<file path="src/rtl/cursor_ctrl.sv">
// cursor_ctrl: edit cursor for the GOL grid editor.
// Four raw active-low direction buttons are synchronised, debounced and turned
// into single-cell steps of an (x,y) cursor with selectable wrap/clamp at the
// grid edges. Defining CURSOR_AUTOREPEAT_EN adds hold-to-auto-repeat; without
// it every press gives exactly one step.
module cursor_ctrl #(
   parameter int unsigned MAX_X        = 32,
   parameter int unsigned MAX_Y        = 32,
   parameter int unsigned XW           = 8,
   parameter int unsigned YW           = 8,
   parameter int unsigned DEBOUNCE_CYC = 4,
   parameter int unsigned REPEAT_DELAY = 16,
   parameter int unsigned REPEAT_RATE  = 4
) (
   input  logic          clk,
   input  logic          rst,
   input  logic [3:0]    move,
   input  logic          wrap_en,
   output logic [XW-1:0] cursor_x,
   output logic [YW-1:0] cursor_y,
   output logic          moved
);

   // Button bit positions within move / step vectors.
   localparam int unsigned BtnXDec = 0;
   localparam int unsigned BtnYInc = 1;
   localparam int unsigned BtnYDec = 2;
   localparam int unsigned BtnXInc = 3;

   // Debounce counter only has to reach DEBOUNCE_CYC-1.
   localparam int unsigned DbW = (DEBOUNCE_CYC > 1) ? $clog2(DEBOUNCE_CYC) : 1;
   localparam logic [DbW-1:0] DbLast = DbW'(DEBOUNCE_CYC - 1);

   localparam logic [XW-1:0] XLast = XW'(MAX_X - 1);
   localparam logic [YW-1:0] YLast = YW'(MAX_Y - 1);

   // Elaboration-time sanity checks on the configuration.
   if (MAX_X < 1 || ((MAX_X - 1) >> XW) != 0) begin : g_bad_max_x
      $error("cursor_ctrl: MAX_X must be in 1..2**XW");
   end
   if (MAX_Y < 1 || ((MAX_Y - 1) >> YW) != 0) begin : g_bad_max_y
      $error("cursor_ctrl: MAX_Y must be in 1..2**YW");
   end
   if (DEBOUNCE_CYC < 1 || REPEAT_DELAY < 1 || REPEAT_RATE < 1) begin : g_bad_timing
      $error("cursor_ctrl: DEBOUNCE_CYC, REPEAT_DELAY and REPEAT_RATE must be >= 1");
   end

   // ---------------------------------------------------------------------------
   // Input synchronisation and debounce
   // ---------------------------------------------------------------------------
   logic [3:0]          sync1_q, sync2_q;
   logic [3:0]          db_q, db_d;
   logic [3:0]          db_prev_q;
   logic [3:0][DbW-1:0] db_cnt_q, db_cnt_d;
   logic [3:0]          press;
   logic [3:0]          step;

   // Two-flop synchroniser; resets to released so a held button reads as a new press.
   always_ff @(posedge clk or negedge rst) begin
      if (!rst) begin
         sync1_q <= 4'b1111;
         sync2_q <= 4'b1111;
      end else begin
         sync1_q <= move;
         sync2_q <= sync1_q;
      end
   end

   // Per-bit debounce: accept a change after DEBOUNCE_CYC consecutive mismatches.
   always_comb begin
      db_d     = db_q;
      db_cnt_d = '0;
      for (int i = 0; i < 4; i++) begin
         if (sync2_q[i] != db_q[i]) begin
            if (db_cnt_q[i] == DbLast) begin
               db_d[i] = sync2_q[i];
            end else begin
               db_cnt_d[i] = db_cnt_q[i] + DbW'(1);
            end
         end
      end
   end

   // Debounced state, its previous value (for press detection) and the counters.
   always_ff @(posedge clk or negedge rst) begin
      if (!rst) begin
         db_q      <= 4'b1111;
         db_prev_q <= 4'b1111;
         db_cnt_q  <= '0;
      end else begin
         db_q      <= db_d;
         db_prev_q <= db_q;
         db_cnt_q  <= db_cnt_d;
      end
   end

   // A press is a debounced 1->0 transition.
   always_comb begin
      press = db_prev_q & ~db_q;
   end

`ifdef CURSOR_AUTOREPEAT_EN
   // ---------------------------------------------------------------------------
   // Auto-repeat FSM
   // ---------------------------------------------------------------------------
   localparam int unsigned RptMax = (REPEAT_DELAY > REPEAT_RATE) ? REPEAT_DELAY : REPEAT_RATE;
   localparam int unsigned RptW   = (RptMax > 1) ? $clog2(RptMax) : 1;
   localparam logic [RptW-1:0] DelayLoad = RptW'(REPEAT_DELAY - 1);
   localparam logic [RptW-1:0] RateLoad  = RptW'(REPEAT_RATE - 1);

   typedef enum logic [1:0] {StIdle, StHold, StRepeat} state_e;

   state_e          state_q, state_d;
   logic [RptW-1:0] rpt_cnt_q, rpt_cnt_d;
   logic [3:0]      held;

   always_comb begin
      held = ~db_q;
   end

   // State register and repeat counter.
   always_ff @(posedge clk or negedge rst) begin
      if (!rst) begin
         state_q   <= StIdle;
         rpt_cnt_q <= '0;
      end else begin
         state_q   <= state_d;
         rpt_cnt_q <= rpt_cnt_d;
      end
   end

   // Next-state logic: full release always wins, a new press re-arms the delay.
   always_comb begin
      state_d = state_q;
      unique case (state_q)
         StIdle: begin
            if (press != '0) state_d = StHold;
         end
         StHold: begin
            if (held == '0) begin
               state_d = StIdle;
            end else if (press == '0 && rpt_cnt_q == '0) begin
               state_d = StRepeat;
            end
         end
         StRepeat: begin
            if (held == '0) begin
               state_d = StIdle;
            end else if (press != '0) begin
               state_d = StHold;
            end
         end
         default: state_d = StIdle;
      endcase
   end

   // Output logic: step vector and counter reload/decrement.
   always_comb begin
      step      = '0;
      rpt_cnt_d = rpt_cnt_q;
      unique case (state_q)
         StIdle: begin
            if (press != '0) begin
               step      = press;
               rpt_cnt_d = DelayLoad;
            end
         end
         StHold, StRepeat: begin
            if (held != '0) begin
               if (press != '0) begin
                  step      = press;
                  rpt_cnt_d = DelayLoad;
               end else if (rpt_cnt_q == '0) begin
                  // Partial release just shrinks the set of bits that repeat.
                  step      = held;
                  rpt_cnt_d = RateLoad;
               end else begin
                  rpt_cnt_d = rpt_cnt_q - RptW'(1);
               end
            end
         end
         default: begin
            step      = '0;
            rpt_cnt_d = '0;
         end
      endcase
   end
`else
   // One step per press; holding a button does nothing further.
   always_comb begin
      step = press;
   end
`endif

   // ---------------------------------------------------------------------------
   // Cursor arithmetic
   // ---------------------------------------------------------------------------
   logic [XW-1:0] x_q, x_d;
   logic [YW-1:0] y_q, y_d;
   logic          moved_q, moved_d;

   // Opposite directions on one axis cancel; the axes move independently.
   always_comb begin
      x_d = x_q;
      y_d = y_q;
      if (step[BtnXInc] && !step[BtnXDec]) begin
         if (x_q == XLast) x_d = wrap_en ? '0 : XLast;
         else              x_d = x_q + XW'(1);
      end else if (step[BtnXDec] && !step[BtnXInc]) begin
         if (x_q == '0) x_d = wrap_en ? XLast : '0;
         else           x_d = x_q - XW'(1);
      end
      if (step[BtnYInc] && !step[BtnYDec]) begin
         if (y_q == YLast) y_d = wrap_en ? '0 : YLast;
         else              y_d = y_q + YW'(1);
      end else if (step[BtnYDec] && !step[BtnYInc]) begin
         if (y_q == '0) y_d = wrap_en ? YLast : '0;
         else           y_d = y_q - YW'(1);
      end
      // Pulse only on a real change, so clamped or cancelled steps stay silent.
      moved_d = (x_d != x_q) || (y_d != y_q);
   end

   // Cursor and moved registers.
   always_ff @(posedge clk or negedge rst) begin
      if (!rst) begin
         x_q     <= '0;
         y_q     <= '0;
         moved_q <= 1'b0;
      end else begin
         x_q     <= x_d;
         y_q     <= y_d;
         moved_q <= moved_d;
      end
   end

   // Drive outputs straight from registers.
   always_comb begin
      cursor_x = x_q;
      cursor_y = y_q;
      moved    = moved_q;
   end

endmodule

</file>
<file path="config.mk">
export PLATFORM = sky130hd
export DESIGN_NAME = cursor_ctrl
export DESIGN_NICKNAME = d
export VERILOG_FILES = /design/src/rtl/cursor_ctrl.sv
export SDC_FILE = /design/constraint.sdc
export NUM_CORES = 1
export LEC_CHECK = 0
export BUFFER_PORTS_ARGS = -buffer_cell sky130_fd_sc_hd__buf_2
export CAP_MARGIN = 30
export CORE_UTILIZATION = 33
export CTS_CLUSTER_DIAMETER = 40
export DETAILED_ROUTE_END_ITERATION = 16
export PLACE_DENSITY = 0.51
export SLEW_MARGIN = 40
export SYNTH_ARGS = -nofsm -noshare
export SYNTH_HDL_FRONTEND = slang
export SYNTH_SLANG_ARGS = --single-unit
</file>
<file path="constraint.sdc">
create_clock -name clk -period 3.2 [get_ports clk]
set_input_delay 0.16 -clock clk [delete_from_list [all_inputs] [get_ports clk]]
set_output_delay 0.16 -clock clk [all_outputs]
set_load 0.1 [all_outputs]
</file>
**Yosys cells after proc, flatten, opt, wreduce, memory -nomap -nowiden**

Cells that the tools add are included.
W data, S select, Z words.

- Flip-flop bits (word level): 41
- Bits in latches: 0
- Bits in writable memories: 0
- ROM bits: 0
- Input port bits: 7
- Output and inout port bits: 17
- Word-level logic and storage cells: 69
- Memories: 0

- Add/sub/neg operators: 8
- Multipliers: 0
- Div/mod/pow operators: 0
- Magnitude comparators: 0
- Equal/unequal tests: 12
- Shift-type cells: 0
- Muxes and demuxes: 18
- Bitwise operators: 2
- Reduce and logical (&&, ||, !) cells: 15

Operator list:

| cell | number |
|---|---|
| $mux W8 | 8 |
| $add A8 B1 Y8 const B | 2 |
| $eq A8 B5 Y1 const B | 2 |
| $logic_not A8 Y1 | 2 |
| $mux W2 | 8 |
| $ne A8 B8 Y1 | 2 |
| $sub A8 B1 Y8 const B | 2 |
| $mux W5 | 2 |
| $add A2 B1 Y2 const B | 4 |
| $eq A2 B2 Y1 const B | 4 |
| $reduce_and A2 Y1 | 4 |
| $and A4 B4 Y4 | 1 |
| $logic_and A1 B1 Y1 | 4 |
| $logic_not A1 Y1 | 4 |
| $ne A1 B1 Y1 | 4 |
| $not A4 Y4 | 1 |
| $logic_or A1 B1 Y1 | 1 |

**Depth between registers and ports, before layout**

Gate-level depths: netlist of run 1.

- Depth in word-level cells: 8
- Depth in mapped cells: 11
- Gate-level depth less buffers: 9

**Worst setup path after synthesis of run 1**

OpenSTA, ideal clock, no wires.

- Path type: reg-to-reg
- Start point: register x_q[0], in the netlist cursor_x[0]
- End point: register moved_q, in the netlist moved
- Setup time: 0.140 ns
- Data arrival time: 3.054 ns
- Required time: 3.060 ns
- Slack: 0.006 ns
- Stages on the path, launching flop included: 12
- Buffers on the path: 2
- Period minus slack after synthesis: 3.194 ns
- Path through: dfrtp_1 > buf_2 > inv_1 > ha_1 > nor3b_2 > and2_1 > clkbuf_1 > o21ai_1 > nor3_1 > or4_1 > nor4_1 > nand4_1

- Longest elaborated chain between the ends: 6
- Elaborated cells on any way between the ends: 10
- Classes of those cells: add/sub: 2; eq/ne: 2; mux: 4; reduce/logical: 2

RTL lines:

| item | RTL line | text |
|---|---|---|
| start: declaration | 198 | `logic [XW-1:0] x_q, x_d;` |
| start signal: assignment | 227 | `x_q <= '0;` |
| start signal: assignment | 231 | `x_q <= x_d;` |
| $sub A8 B1 Y8 / $logic_not A8 Y1 (equally long branches) | 211, 210 |  |
| $mux W8 | 210 | `if (x_q == '0) x_d = wrap_en ? XLast : '0;` |
| $mux W8 | 209 | `end else if (step[BtnXDec] && !step[BtnXInc]) begin` |
| $mux W8 | 206 | `if (step[BtnXInc] && !step[BtnXDec]) begin` |
| $ne A8 B8 Y1 (*) | 221 | `moved_d = (x_d != x_q) \|\| (y_d != y_q);` |
| $logic_or A1 B1 Y1 (*) | 221 |  |
| net moved_d | 200 | `logic moved_q, moved_d;` |
| end signal: assignment | 233 | `moved_q <= moved_d;` |
| end: declaration | 200 |  |

Mark *: on every way through the listed nets, which the timed path passes. The rest lies on a longest branch.
A chain may end at the register's enable or synchronous reset.

**Worst setup path after layout of run 1**

Same ends and word-level chain as after synthesis.

==> flow_metrics.tcl, run 1 <==
set metrics [dict create \
    fmax_ghz 0.3687 \
    required_ns 3.37 \
    endpoint_kind "flop" \
    holdPathStages 0 \
    clock_sinks 41 \
    r2r_cells 9 \
    syn-num-nets 297 \
    synth_top_area_cell "dfrtp_1" \
    syn_to_final_growth_pct 12.52 \
    ant_nets 0 \
    grt_max_degree 42 \
    grt_remaining_overflow 0 \
    rsz0062_at_grt "no" \
    grt_pass1_vias 2100 \
    drc_errors 0 \
    ys.flop_type "dfrtp_1" \
    cts_tree "yes" \
    status "completed" \
    cts_made_buffers 5 \
    finalSetupTns_ns 0 \
    core_area_um2 7370 \
    wirelength_um 5942 \
    cap_violations 0 \
    antenna-diode-count 0 \
    ys_ff_latch 41 \
    fp.dieW_um 89.88 \
    port_buffers 23 \
    ys_top_cells_by_area "dfrtp_1, dfstp_2, ha_1" \
    cts_setup_buffers 0 \
    synth.top_cell.area_share_pct 24.55 \
    crit_fanout 12 \
    multi_input_area_um2 1385 \
    yosys-top-cells-count "dfrtp_1, nor2_1, nand2_1, a21oi_1, dfstp_2" \
    fin_skew_ns 0.007900 \
    grt_use_total_pct 15.55 \
    rows 31 \
    final.min_clock_period_ns 2.712 \
    cts.path.max_buffers 2 \
    synth_warnings 0 \
    relSlewSlack_pct 56.89 \
    dpl.hpwl_um 4185 \
    fill_cells 766 \
    grt_pass1_wl_um 10160 \
    nets 317 \
    synth_most_common_cell "dfrtp_1" \
    avgSynthCellArea_um2 9.102 \
    fp.dieArea_um2 8078 \
    setup_violations 0 \
    viasPerCell 5.528 \
    drt-initial-drc-count 319 \
    routedWlPerCell_um 14.86 \
    synth_cells 280 \
    seqCellArea_um2 1046 \
    antenna_found_initial 0 \
    root_buffer "clkbuf_8" \
    htree_levels 2 \
    fin_crit_sh_pct 84.75 \
    drive_gt1_share_pct 19.93 \
    startpoint_type "flop" \
    drt-pass1-iter-count 5 \
    start_util_pct 34.58 \
    clkSlewWorstSetupHoldPaths_ns 0.08 \
    ios 24 \
    async_reset_ff_share_pct 100.0 \
    yosysSeqAreaShare_pct 41.04 \
    worstMarginPinSlew_ns 0.6382 \
    synthesis.area_um2 2549 \
    hp-class "reg2reg" \
    path_class "reg2reg" \
    gp_congestion 0.9060 \
    die_h_um 89.88 \
    synth_edf_count 0 \
    hold_viol_final 0 \
    clock_latency_ns 0.30 \
    cp.arrival_ns 2.88 \
    maxSlewViolCount 0 \
    via_count 2211 \
    synth_cell_type_count 53 \
]
==> cell usage in the layout, fill, tap and decap left out, types with 3 or more instances in the layout <==
cell type | synthesis | layout
nand3_1 | 13 | 13
dfstp_2 | 16 | 16
a31oi_1 | 8 | 8
nor2_1 | 23 | 23
nor3_1 | 12 | 12
buf_2 | 7 | 22
mux2_2 | 4 | 4
dfrtp_1 | 25 | 25
inv_1 | 7 | 7
a21oi_1 | 18 | 18
and3_1 | 6 | 6
nor2b_1 | 8 | 8
ha_1 | 10 | 10
a211oi_1 | 8 | 8
nand2_1 | 22 | 22
dlygate4sd3_1 | 0 | 5
clkbuf_8 | 0 | 5
nand4_1 | 9 | 9
nand2b_1 | 4 | 4
o211ai_1 | 5 | 5
o22ai_1 | 5 | 5
xor2_1 | 5 | 5
xnor2_1 | 7 | 7
o21ai_0 | 15 | 15
or3_1 | 3 | 3
==> critical path, stage by stage (launching register included) <==
cell and delay, ns:
dfrtp_1 0.57, inv_1 0.18, ha_1 0.23, nor3b_2 0.17, and2_1 0.26, o21ai_1 0.21, nor3_1 0.07, or4_1 0.50
nor4_1 0.27, nand4_1 0.12
==> routing by layer <==
metal,GRT usage [%],up-vias,routed length [µm],part of all wire (%)
met5,0,-,0,0
met1,21.85,1024,2758,46
met4,7.124,0,140,2.4
met3,2.876,12,395,6.6
met2,23.14,101,2648,45
li1,-,1074,-,-
==> registers in the layout, summed over array words and instances (netlist names) <==
| register | cells |
|---|---|
| sync1_q | 4 |
| sync2_q | 4 |
| cursor_y | 8 |
| db_q | 4 |
| db_cnt_q | 8 |
| moved | 1 |
| cursor_x | 8 |
| db_prev_q | 4 |
==> metrics by stage <==
step / cells / util [%] / instance area (µm²) / hold WS [ns] / setup WS, ns
2_1_floorplan: 280 / - / 2549 / -0.1356 / 0.006192
3_3_place_gp: 387 / 36.69 / 2704 / 0.2644 / 0.6757
3_5_place_dp: 387 / 36.72 / 2706 / 0.1926 / 0.5540
4_1_cts: 400 / 38.91 / 2868 / 0.3524 / 0.5344
5_1_grt: 400 / 38.91 / 2868 / 0.3627 / 0.3260
6_report: 400 / 38.91 / 2868 / 0.3573 / 0.4879
==> worst paths after layout <==
kind	startpoint	end	slack (ns)
setup / recovery	cursor_x[0]	moved	0.49
hold / removal	sync1_q[2]	sync2_q[2]	0.36
setup reg to reg	cursor_x[0]	moved	0.49
hold reg to reg	sync1_q[2]	sync2_q[2]	0.36
max in group asynchronous	rst	sync1_q[2]	2.44
min in group asynchronous	rst	cursor_y[4]	0.38
==> final cells by class <==
class | instances | share of cell area (%)
multi-input combinational | 216 | 48.30
sequential | 41 | 36.47
timing repair buffer | 29 | 6.108
tap | 99 | 4.319
clock buffer | 6 | 2.531
clock inverter | 2 | 1.353
inverter | 7 | 0.9162
==> cells by family after synthesis <==
logic type / Yosys count / share of synthesized area, %
xor gates and xnor gates: 12 / 4.124
and+or+nand+nor: 115 / 24.64
DFF: 41 / 41.04
AOI/OAI and AO/OA: 74 / 18.51
adders and majority gates: 10 / 4.909
buffers and inverters: 23 / 4.615
muxes: 5 / 2.160
==> timing repair <==
item | in CTS | in global routing
hold buffers | 5 | 0
gates resized for setup | 0 | 0
hold endpoints to repair | 29 | 0
Power of run 1 is left out: the tool's default activity adds up to more than one toggle a clock period on the data nets, which glitch-free logic cannot reach.
==> run 2: changes to the inputs <==
==> constraint.sdc (replaced) <==
create_clock -name clk -period 2.6 [get_ports clk]
set_input_delay 0.13 -clock clk [delete_from_list [all_inputs] [get_ports clk]]
set_output_delay 0.13 -clock clk [all_outputs]
set_load 0.1 [all_outputs]
==> flow_metrics.tcl, run 2 (synthesis gave the netlist of run 1 again) <==
set metrics [dict create \
    worstReg2RegEnd "moved" \
    antenna_found_initial 0 \
    grt_remaining_overflow 0 \
    required_ns 2.78 \
    r2r_start "cursor_x[0]" \
    nets 325 \
    maxSlewViolCount 0 \
    syn_to_final_growth_pct 15.46 \
    cts_made_buffers 5 \
    via_count 2312 \
    crit_path_end "moved" \
    routedWlPerCell_um 15.54 \
    root_buffer "clkbuf_8" \
    relSlewSlack_pct 60.60 \
    cts_setup_buffers 0 \
    fp.dieArea_um2 8078 \
    fp.dieW_um 89.88 \
    startpoint_type "flop" \
    start_util_pct 34.58 \
    crit_fanout 12 \
    clkSlewWorstSetupHoldPaths_ns 0.09 \
    ant_nets 0 \
    crit_start "cursor_x[0]" \
    worstMarginPinSlew_ns 0.5898 \
    ios 24 \
    hold_viol_final 0 \
    status "completed" \
    clock_sinks 41 \
    port_buffers 23 \
    dpl.hpwl_um 4495 \
    gp_congestion 0.9283 \
    drt-initial-drc-count 278 \
    endpoint_kind "flop" \
    grt_pass1_vias 2160 \
    fin_crit_sh_pct 91.21 \
    hp-class "in2async" \
    drt-pass1-iter-count 5 \
    antenna-diode-count 0 \
    die_h_um 89.88 \
    cts.path.max_buffers 2 \
    drc_errors 0 \
    cts_tree "yes" \
    rsz0062_at_grt "no" \
    rows 31 \
    drive_gt1_share_pct 27.51 \
    wirelength_um 6342 \
    layout_common_cells "nor2_1, buf_2, nand2_1" \
    clock_latency_ns 0.30 \
    r2r_cells 7 \
    fmax_ghz 0.4217 \
    cap_violations 0 \
    cp.arrival_ns 2.55 \
    fin_skew_ns 0.003907 \
    reg2reg_slack_ns 0.23 \
    finalSetupTns_ns 0 \
    setup_violations 0 \
    grt_pass1_wl_um 10570 \
    viasPerCell 5.667 \
    final.min_clock_period_ns 2.372 \
    core_area_um2 7370 \
    path_class "reg2reg" \
    grt_use_total_pct 16.07 \
    grt_max_degree 42 \
    htree_levels 2 \
]
-- run 2: final cells by class --
cell class / instances / area [µm²]
fill: 754 / 4427
multi-input combinational: 216 / 1400
sequential: 41 / 1067
timing repair buffer: 37 / 235.2
tap: 99 / 123.9
clock buffer: 6 / 72.57
inverter: 7 / 28.78
clock inverter: 2 / 15.01
-- run 2: per-layer routing --
layer	up-vias	track usage [%]	share of wire (%)	routed length (µm)
li1	1092	-	-	-
met3	8	3.299	5.3	333
met4	0	6.048	1.6	102
met5	-	0	0	0
met1	1112	22.72	49	3079
met2	100	24.10	45	2826
-- run 2: what timing repair did --
item | in CTS | in global routing
gates resized for setup | 0 | 2
endpoints found under the hold margin | 29 | 0
hold buffers | 5 | 0
setup endpoints to repair | 0 | 1
-- run 2: stage by stage --
step	util, %	area [µm²]	setup slack (ns)	cells	hold WS (ns)
after floorplan	-	2599	0.03181	280	-0.1656
after global placement	37.96	2798	0.2341	395	0.2350
after detailed placement	38.00	2800	0.2480	395	0.1588
after CTS	39.86	2938	0.2289	408	0.3245
after global routing	39.93	2943	0.009411	408	0.3615
final	39.93	2943	0.2285	408	0.3477
-- run 2: how the worst min path moves through the flow --
stage                           from           to  slack [ns]  depth (start not counted)
after floorplan                  rst  cursor_x[2]       -0.17                          0
after global placement       move[3]   sync1_q[3]        0.24                          1
after detailed placement         rst  db_cnt_q[3]        0.16                          1
after CTS                    wrap_en  cursor_y[3]        0.32                          3
after global routing      sync1_q[2]   sync2_q[2]        0.36                          0
final                            rst  db_cnt_q[3]        0.35                          2
-- run 2: critical path, cell delays in order, from the launching register on --
cell	delay, ns
dfrtp_4	0.56
ha_1	0.28
nand4_1	0.15
or3_1	0.26
nor2_1	0.11
or4_1	0.50
nor4_1	0.26
nand4_1	0.11
Power of run 2 is left out for the same reason.
